### src/rtl/lathe_seq_pkg.sv
// State encodings and drive-output decode for the lathe cycle sequencer.
// Shared by the sequencer top and its bench-facing state output.
package lathe_seq_pkg;

    typedef enum logic [2:0] {
        ST_IDLE     = 3'd0,
        ST_SPINUP   = 3'd1,
        ST_FEED     = 3'd2,
        ST_DWELL    = 3'd3,
        ST_RETRACT  = 3'd4,
        ST_SPINDOWN = 3'd5,
        ST_FAULT    = 3'd6,
        ST_MANUAL   = 3'd7
    } state_t;

    typedef struct packed {
        logic spindle_on;
        logic coolant_on;
        logic feed_fwd;
        logic feed_rev;
    } drive_t;

    localparam drive_t DRV_OFF       = 4'b0000;
    localparam drive_t DRV_SPIN      = 4'b1000;
    localparam drive_t DRV_SPIN_COOL = 4'b1100;
    localparam drive_t DRV_FEED      = 4'b1110;
    localparam drive_t DRV_RETRACT   = 4'b1001;

    function automatic drive_t decode_drive(input state_t s);
        drive_t d;
        case (s)
            ST_SPINUP:  d = DRV_SPIN_COOL;
            ST_FEED:    d = DRV_FEED;
            ST_DWELL:   d = DRV_SPIN_COOL;
            ST_RETRACT: d = DRV_RETRACT;
            ST_MANUAL:  d = DRV_SPIN;
            default:    d = DRV_OFF;
        endcase
        return d;
    endfunction

    function automatic int unsigned max_u(input int unsigned a, input int unsigned b);
        return (a > b) ? a : b;
    endfunction

endpackage

### src/rtl/lathe_phase_timer.sv
// Phase timer: counts enabled cycles since the last clear, saturating at all-ones.
// tc flags count == limit; the limit is supplied at run time by the owning FSM.
module lathe_phase_timer #(
    parameter int W = 8
) (
    input  logic         clk,
    input  logic         reset,
    input  logic         clr,
    input  logic         en,
    input  logic [W-1:0] limit,
    output logic [W-1:0] count,
    output logic         tc
);

    always_ff @(posedge clk or posedge reset) begin
        if (reset) begin
            count <= '0;
        end else if (clr) begin
            count <= '0;
        end else if (en && (count != '1)) begin
            count <= count + 1'b1;
        end
    end

    assign tc = (count == limit);

endmodule

### src/rtl/lathe_cycle_sequencer.sv
// Turning-pass sequencer: spin-up, feed, dwell, retract, spin-down, plus manual jog and latched fault.
// Define LATHE_WATCHDOG_EN to fault FEED/RETRACT that run FEED_TIMEOUT cycles without their exit limit.
module lathe_cycle_sequencer
    import lathe_seq_pkg::*;
#(
    parameter int unsigned SPINUP_TICKS   = 150_000_000,
    parameter int unsigned DWELL_TICKS    = 50_000_000,
    parameter int unsigned SPINDOWN_TICKS = 100_000_000,
    parameter int unsigned FEED_TIMEOUT   = 500_000_000
) (
    input  logic       clk,
    input  logic       reset,
    input  logic       start,
    input  logic       stop,
    input  logic       estop,
    input  logic       fault_clr,
    input  logic       auto_mode,
    input  logic       man_mode,
    input  logic       limit_home,
    input  logic       limit_end,
    output logic       spindle_on,
    output logic       coolant_on,
    output logic       feed_fwd,
    output logic       feed_rev,
    output logic       busy,
    output logic       fault,
    output logic [2:0] state
);

    localparam int unsigned MAX_TICKS = max_u(max_u(SPINUP_TICKS, DWELL_TICKS),
                                              max_u(SPINDOWN_TICKS, FEED_TIMEOUT));
    localparam int CW = $clog2(MAX_TICKS) + 1;

    localparam logic [CW-1:0] LIM_SPINUP   = CW'(SPINUP_TICKS - 1);
    localparam logic [CW-1:0] LIM_DWELL    = CW'(DWELL_TICKS - 1);
    localparam logic [CW-1:0] LIM_SPINDOWN = CW'(SPINDOWN_TICKS - 1);
    localparam logic [CW-1:0] LIM_TIMEOUT  = CW'(FEED_TIMEOUT - 1);

    state_t        state_q;
    state_t        next_state;
    logic          start_q;
    logic          start_rise;
    logic          limit_conflict;
    logic          mode_conflict;
    logic          running;
    logic          timer_en;
    logic          timer_clr;
    logic          phase_tc;
    logic [CW-1:0] phase_limit;
    logic [CW-1:0] phase_count;
    drive_t        next_drive;

    assign start_rise     = start & ~start_q;
    assign limit_conflict = limit_home & limit_end;
    assign mode_conflict  = auto_mode & man_mode;
    assign running        = (state_q == ST_SPINUP) || (state_q == ST_FEED) ||
                            (state_q == ST_DWELL) || (state_q == ST_RETRACT) ||
                            (state_q == ST_MANUAL);

    always_comb begin
        timer_en    = 1'b0;
        phase_limit = LIM_TIMEOUT;
        case (state_q)
            ST_SPINUP: begin
                timer_en    = 1'b1;
                phase_limit = LIM_SPINUP;
            end
            ST_DWELL: begin
                timer_en    = 1'b1;
                phase_limit = LIM_DWELL;
            end
            ST_SPINDOWN: begin
                timer_en    = 1'b1;
                phase_limit = LIM_SPINDOWN;
            end
`ifdef LATHE_WATCHDOG_EN
            ST_FEED, ST_RETRACT: timer_en = 1'b1;
`endif
            default: ;
        endcase
    end

    assign timer_clr = (next_state != state_q);

    lathe_phase_timer #(
        .W(CW)
    ) u_phase_timer (
        .clk   (clk),
        .reset (reset),
        .clr   (timer_clr),
        .en    (timer_en),
        .limit (phase_limit),
        .count (phase_count),
        .tc    (phase_tc)
    );

    always_comb begin
        next_state = state_q;
        if (estop || limit_conflict || mode_conflict) begin
            next_state = ST_FAULT;
        end else if (stop && running) begin
            next_state = ST_SPINDOWN;
        end else begin
            case (state_q)
                ST_IDLE: begin
                    // An AUTO rise away from home is deliberately dropped, not held over.
                    if (auto_mode && start_rise && limit_home) begin
                        next_state = ST_SPINUP;
                    end else if (man_mode && start_rise) begin
                        next_state = ST_MANUAL;
                    end
                end
                ST_SPINUP: if (phase_tc) next_state = ST_FEED;
                ST_FEED: begin
                    if (limit_end) begin
                        next_state = ST_DWELL;
`ifdef LATHE_WATCHDOG_EN
                    end else if (phase_tc) begin
                        next_state = ST_FAULT;
`endif
                    end
                end
                ST_DWELL: if (phase_tc) next_state = ST_RETRACT;
                ST_RETRACT: begin
                    if (limit_home) begin
                        next_state = ST_SPINDOWN;
`ifdef LATHE_WATCHDOG_EN
                    end else if (phase_tc) begin
                        next_state = ST_FAULT;
`endif
                    end
                end
                ST_MANUAL: if (!start || !man_mode) next_state = ST_SPINDOWN;
                ST_SPINDOWN: if (phase_tc) next_state = ST_IDLE;
                // estop and both conflicts are already excluded by the priority above.
                ST_FAULT: if (fault_clr && !start) next_state = ST_IDLE;
                default: next_state = ST_FAULT;
            endcase
        end
    end

    assign next_drive = decode_drive(next_state);

    always_ff @(posedge clk or posedge reset) begin
        if (reset) begin
            state_q    <= ST_IDLE;
            start_q    <= 1'b0;
            spindle_on <= 1'b0;
            coolant_on <= 1'b0;
            feed_fwd   <= 1'b0;
            feed_rev   <= 1'b0;
            busy       <= 1'b0;
            fault      <= 1'b0;
        end else begin
            state_q    <= next_state;
            start_q    <= start;
            spindle_on <= next_drive.spindle_on;
            coolant_on <= next_drive.coolant_on;
            feed_fwd   <= next_drive.feed_fwd;
            feed_rev   <= next_drive.feed_rev;
            busy       <= (next_state != ST_IDLE) && (next_state != ST_FAULT);
            fault      <= (next_state == ST_FAULT);
        end
    end

    assign state = state_q;

    phase_in_range: assert property (@(posedge clk) disable iff (reset)
        timer_en |-> (phase_count <= phase_limit));

endmodule

### config.mk
export PLATFORM = sky130hd
export DESIGN_NAME = lathe_cycle_sequencer
export DESIGN_NICKNAME = d
export VERILOG_FILES = /design/src/rtl/lathe_seq_pkg.sv /design/src/rtl/lathe_phase_timer.sv /design/src/rtl/lathe_cycle_sequencer.sv
export SDC_FILE = /design/constraint.sdc
export NUM_CORES = 1
export LEC_CHECK = 0
export ABC_CLOCK_PERIOD_IN_PS = 5900
export CAP_MARGIN = 0
export CELL_PAD_IN_SITES_DETAIL_PLACEMENT = 0
export CELL_PAD_IN_SITES_GLOBAL_PLACEMENT = 1
export CORE_ASPECT_RATIO = 0.8
export CORE_UTILIZATION = 30
export CTS_BUF_LIST = sky130_fd_sc_hd__clkbuf_4 sky130_fd_sc_hd__clkbuf_8
export CTS_CLUSTER_SIZE = 10
export DETAILED_ROUTE_END_ITERATION = 8
export PLACE_DENSITY_LB_ADDON = 0.3
export SYNTH_ARGS = -nofsm -noshare
export SYNTH_HDL_FRONTEND = slang
export SYNTH_SLANG_ARGS = --single-unit
### constraint.sdc
create_clock -name clk -period 5.9 [get_ports clk]
set_clock_uncertainty 0.15 [all_clocks]
set_input_delay 0.885 -clock clk [delete_from_list [all_inputs] [get_ports clk]]
set_output_delay 0.885 -clock clk [all_outputs]
set_load 0.01 [all_outputs]
# ---- Word-level counts from Yosys, hierarchy flattened
# Index checks and enable logic that the tools add are counted.
dict set report totals {
  regBits 40
  latch_bits 0
  mem_bits_rw 0
  mem_bits_ro 0
  input_bits 10
  memories 0
}
dict set report classes {
  add_sub_neg 1
  mul 0
  n_div 0
  n_lt_le_gt_ge 0
  eq_ne 17
  shift 0
  muxes 17
  bitwise 4
  reduce_logical 21
}
# op count
set ops {}
lappend ops {{$pmux 29 s3} 1}
lappend ops {{$mux 30} 2}
lappend ops {{$mux 3} 11}
lappend ops {{$add 30x1->30 const B} 1}
lappend ops {{$eq 30x29->1} 1}
lappend ops {{$ne 30x30->1 const B} 1}
lappend ops {{$pmux 3 s8} 1}
lappend ops {{$eq 3x3->1 const B} 7}
lappend ops {{$pmux 4 s4} 1}
lappend ops {{$eq 3x2->1 const B} 4}
lappend ops {{$logic_and 1x1->1} 7}
lappend ops {{$logic_or 1x1->1} 7}
lappend ops {{$eq 3x1->1 const B} 2}
lappend ops {{$and 1x1->1} 3}
lappend ops {{$logic_not 3->1} 1}
lappend ops {{$ne 3x3->1} 1}
lappend ops {{$ne 3x3->1 const B} 1}
lappend ops {{$reduce_bool 3->1} 1}
lappend ops {{$reduce_or 3->1} 1}
lappend ops {{$logic_not 1->1} 2}
lappend ops {{$reduce_bool 2->1} 1}
lappend ops {{$reduce_or 2->1} 1}
lappend ops {{$mux 1} 1}
lappend ops {{$not 1->1} 1}

# ---- Logic depth before layout (Yosys ltp)
dict set report logic_depth {
  ltp_word 11
  ltp_mapped 12
  depth_no_buf 10
}

# ---- Cells and area by module
# Synthesis repeated with hierarchy kept, for this count alone.
dict set report hier_totals {
  cells_unflattened 301
  hier_area_um2 2786.4
}
# module n_inst cells_per_inst area_per_inst_um2 seq_area_each_um2
set by_module_without_submodules {}
lappend by_module_without_submodules {lathe_phase_timer 1 224 2052.0 750.7}
lappend by_module_without_submodules {lathe_cycle_sequencer 1 77 734.5 250.2}

# ---- Worst setup path after synthesis
# No wires, ideal clock.
dict set report synth_timing {
  path_type {input -> register}
  from {input port man_mode}
  to {register u_phase_timer.count[10]}
  setup_time_ns 0.119
  t_arrival_ns 2.526
  t_required_ns 5.631
  path_slack_ns 3.106
  stages 9
  n_path_buf 1
  path_cell_list {a221oi_2 o21ai_1 a211oi_1 inv_1 a311o_1 a41oi_1 a2111o_1 buf_4 nor2_1}
}
dict set report synth_between {
  elab_chain_cells 8
}
# element line
set synth_rtl {}
lappend synth_rtl {{from (decl)} lathe_cycle_sequencer.sv:18} ;# input logic man_mode,
lappend synth_rtl {{$logic_and 1x1->1 / $logic_not 1->1 (equally long branches)} {lathe_cycle_sequencer.sv:109, lathe_cycle_sequencer.sv:133}}
lappend synth_rtl {{$mux 3 / $logic_or 1x1->1 (equally long branches)} {lathe_cycle_sequencer.sv:109, lathe_cycle_sequencer.sv:133}}
lappend synth_rtl {{$mux 3, on equally long branches} {lathe_cycle_sequencer.sv:107, lathe_cycle_sequencer.sv:133}}
lappend synth_rtl {{$pmux 3 s8} lathe_cycle_sequencer.sv:104} ;# case (state_q)
lappend synth_rtl {{$mux 3} lathe_cycle_sequencer.sv:101} ;# end else if (stop && running) begin
lappend synth_rtl {{$mux 3 (*)} lathe_cycle_sequencer.sv:99} ;# if (estop || limit_conflict || mode_conflict) begin
lappend synth_rtl {{$ne 3x3->1 (*)} lathe_cycle_sequencer.sv:83} ;# assign timer_clr = (next_state != state_q);
lappend synth_rtl {{$mux 30 / $reduce_bool 2->1 (equally long branches)} --}
lappend synth_rtl {{to (signal assigned)} lathe_phase_timer.sv:21} ;# count <= count + 1'b1;
lappend synth_rtl {{to (decl)} lathe_phase_timer.sv:11} ;# output logic [W-1:0] count,
# Every way passes the cells marked *; elsewhere a longest branch is shown, timed or not.
# A chain may end at the register's enable or synchronous reset.

# ---- Worst setup path in the final report
dict set report layout_timing {
  from {input port man_mode}
  to {register u_phase_timer.count[15]}
}
# The elaborated chain is that of the path after synthesis.

==> flow_metrics.env <==
export IMPL_status="finished clean"
export IMPL_post_cts_buffers=0
export IMPL_most_common_layout_cells="40 x nor2_1, 40 x dfrtp_1, 24 x nand2_1, 18 x clkdlybuf4s50_1"
export IMPL_share_of_async_settable_or_async_resettable_flops_after_synthesis=1.00
export IMPL_fill_cells=873
export IMPL_final_nets=314
export IMPL_ff_to_ff_end="u_phase_timer.count[15]$_DFFE_PP0P_"
export IMPL_placement_cell_area_um2=2830
export IMPL_hold_end="u_phase_timer.count[21]$_DFFE_PP0P_"
export IMPL_pin_count_of_the_biggest_net_entering_global_routing=41
export IMPL_grtUsageTotal=0.145
export IMPL_max_cap_viol_count=0
export IMPL_synth_nets=300
export IMPL_timing_critical_path_arrival_ns=3.93
export IMPL_ys_seq_elements=40
export IMPL_synthToLayoutAreaGrowth_pct=12.8
export IMPL_worstPathMaxFanout=30
export IMPL_ys_types=61
export IMPL_ctsHoldBuffers=0
export IMPL_yosysWarnings=0
export IMPL_worstReg2RegStart="state[0]$_DFF_PP0_"
export IMPL_minimum_clock_period_ns=3.94
export IMPL_p_leak_nw=1.13
export IMPL_placeableCoreArea_um2=8130
export IMPL_start_util=0.317
export IMPL_hpwl_um=4300
export IMPL_cells_taking_the_most_area_after_synthesis="dfrtp_1 39%, nor2_1 5.8%, xnor2_1 5.4%"
export IMPL_worst_case_reg_to_reg_path_depth=9
export IMPL_final_area_um2=2910
export IMPL_register_area_um2=1000
export IMPL_die_y_um=84.9
export IMPL_clock_fmax_mhz=254
export IMPL_clk_transition_reported_paths_ns=0.08
export IMPL_hold_vio_cnt_final=0
export IMPL_yosys_area_top_type_share=0.388
export IMPL_place_congestion=0.791
export IMPL_post_drt_via_cell_ratio=5.14
export IMPL_clk_insertion_delay_late_ns=0.29
export IMPL_synth_edf_count=0
export IMPL_number_of_clock_sinks=40
export IMPL_setup_viol_count_final=0
export IMPL_first_pass_grt_wire_length_um=10300
export IMPL_die_x_um=106
export IMPL_clk_root_buffer_cell="clkbuf_8"
export IMPL_start_kind="primary input"
export IMPL_post_route_drc_count=0
export IMPL_tritoncts="done"
export IMPL_grt_antenna_before_repair=0
export IMPL_port_buffers=18
export IMPL_synth_yosys_seq_area_share=0.388
export IMPL_min_delay_path_depth=2
export IMPL_layout_drive_gt1_share=0.0759
export IMPL_tightest_slew_ns=1.06
export IMPL_ioPinCount=19
export IMPL_post_cts_resized_instances=0
export IMPL_antennaDiodeCount=0
export IMPL_antenna_violating_nets_post_route=0
export IMPL_wl_um=6060
export IMPL_post_synth_inst_count=289
export IMPL_rsz0062_at_grt="no"
export IMPL_ys_dominant_reg_cell="dfrtp_1"
export IMPL_synthDominantAreaCellType="dfrtp_1"
export IMPL_initialDrtViolationCount=150
export IMPL_via_count=2113
export IMPL_max_slew_margin=0.285
export IMPL_hold_path_class="register to register"
export IMPL_required_ns=5.88
export IMPL_dieArea_um2=8970
export IMPL_netlist_area_um2=2580
export IMPL_design_power_total_mw=0.636
export IMPL_synth_avg_cell_area_um2=8.92
export IMPL_pwr_density_cell_nw_per_um2=219
export IMPL_multi_input_comb_area_um2=1460
export IMPL_power_ir_vdd_worst_uv=147
export IMPL_route_detailed_wl_per_inst_um=14.7
export IMPL_timing_final_max_slew_violations=0
export IMPL_floorplan_rows=29
export IMPL_finalCoreUtilization=0.358
export IMPL_worst_setup_path_type="primary input to register"
export IMPL_drt_first_pass_iters=4
export IMPL_critical_path_endpoint_type="register"
export IMPL_cts_path_max_buffers=2
export IMPL_cts_made_buffers=5
export IMPL_htree_num_levels=2
export IMPL_final_critical_path_share_of_the_clock_period=0.668
export IMPL_timing_reg2reg_setup_slack_ns=2.10
export IMPL_grt_overflow=0
export IMPL_timing_hold_worst_start="u_phase_timer.count[21]$_DFFE_PP0P_"
export IMPL_setup_tns_ns=0
export IMPL_number_of_global_route_vias_before_repair=2013
## report_power, final
part	internal, mW	switching, mW	total [mW]
registers	0.286	0.0235	0.310
clock network	0.0801	0.0972	0.177
logic	0.0607	0.0878	0.148
total	0.427	0.209	0.636
## worst max-delay path by stage
| stage | start | end | slack, ns | cells past startpoint |
|---|---|---|---|---|
| floorplan | man_mode | u_phase_timer.count[10]$_DFFE_PP0P_ | 3.11 | 9 |
| global placement | man_mode | u_phase_timer.count[23]$_DFFE_PP0P_ | 1.79 | 9 |
| detailed placement | man_mode | u_phase_timer.count[5]$_DFFE_PP0P_ | 1.64 | 9 |
| CTS | man_mode | u_phase_timer.count[12]$_DFFE_PP0P_ | 1.95 | 9 |
| finish | man_mode | u_phase_timer.count[15]$_DFFE_PP0P_ | 1.96 | 9 |
| global route | man_mode | u_phase_timer.count[27]$_DFFE_PP0P_ | 1.72 | 9 |
## routing by layer
layer | up-vias | part of all wire | track usage
met3 | 4 | 0.030 | 0.0230
li1 | 1047 | - | -
met4 | 0 | 0.010 | 0.0379
met2 | 37 | 0.42 | 0.205
met5 | - | 0 | 0
met1 | 1025 | 0.54 | 0.228
## synth_stat cells (all sizes together) (2+ instances only)
master and n:
nand2b 6, and2 4, a221oi 2, a21oi 7, nor4b 3, nor3 8
inv 12, xnor2 16, dfrtp 40, a211oi 4, a22oi 3, and4 2
nor4 9, o22ai 3, or2 3, nor3b 2, nor2 41, a211o 2
and3 8, nand3 12, o2111a 2, xor2 16, nor2b 8, nand4b 4
o21ai 7, nand2 24, buf 11, nand3b 2, nand4 10
## worst max-delay path, stage by stage
cell and delay [ns]:
clkdlybuf4s50_1 0.48, a221oi_2 0.39, o21ai_1 0.22, a211oi_1 0.33, inv_1 0.11, a311o_1 0.36
a41oi_1 0.17, a2111o_1 0.84, nor2_1 0.12
## cells by family after synthesis
kind of cell | after synthesis | synth area share
xor gates and xnor gates | 32 | 0.109
AOI/OAI and AO/OA | 43 | 0.139
DFF | 40 | 0.388
adders and majority gates | 1 | 0.00485
buffers and inverters | 24 | 0.0466
and+or+nand+nor | 149 | 0.313
## sequential cells by signal, summed over array words and instances (netlist names)
signal,cells
busy,1
coolant_on,1
fault,1
feed_fwd,1
feed_rev,1
spindle_on,1
start_q,1
state,3
u_phase_timer.count,30
## metrics by stage
| step | setup WS (ns) | instances | hold slack (ns) |
|---|---|---|---|
| 5_1_grt | 1.72 | 411 | 0.449 |
| 3_3_place_gp | 1.79 | 404 | 0.384 |
| 6_report | 1.96 | 411 | 0.412 |
| 4_1_cts | 1.95 | 411 | 0.415 |
| 3_5_place_dp | 1.64 | 404 | 0.390 |
| 2_1_floorplan | 3.11 | 289 | 0.362 |
## area by class of cell
type,count,area share
multi-input combinational,225,0.501
sequential,40,0.344
timing repair buffer,19,0.0646
tap,108,0.0465
clock buffer,5,0.0237
inverter,12,0.0155
clock inverter,2,0.00430
Power figures use the tool's default switching activity.
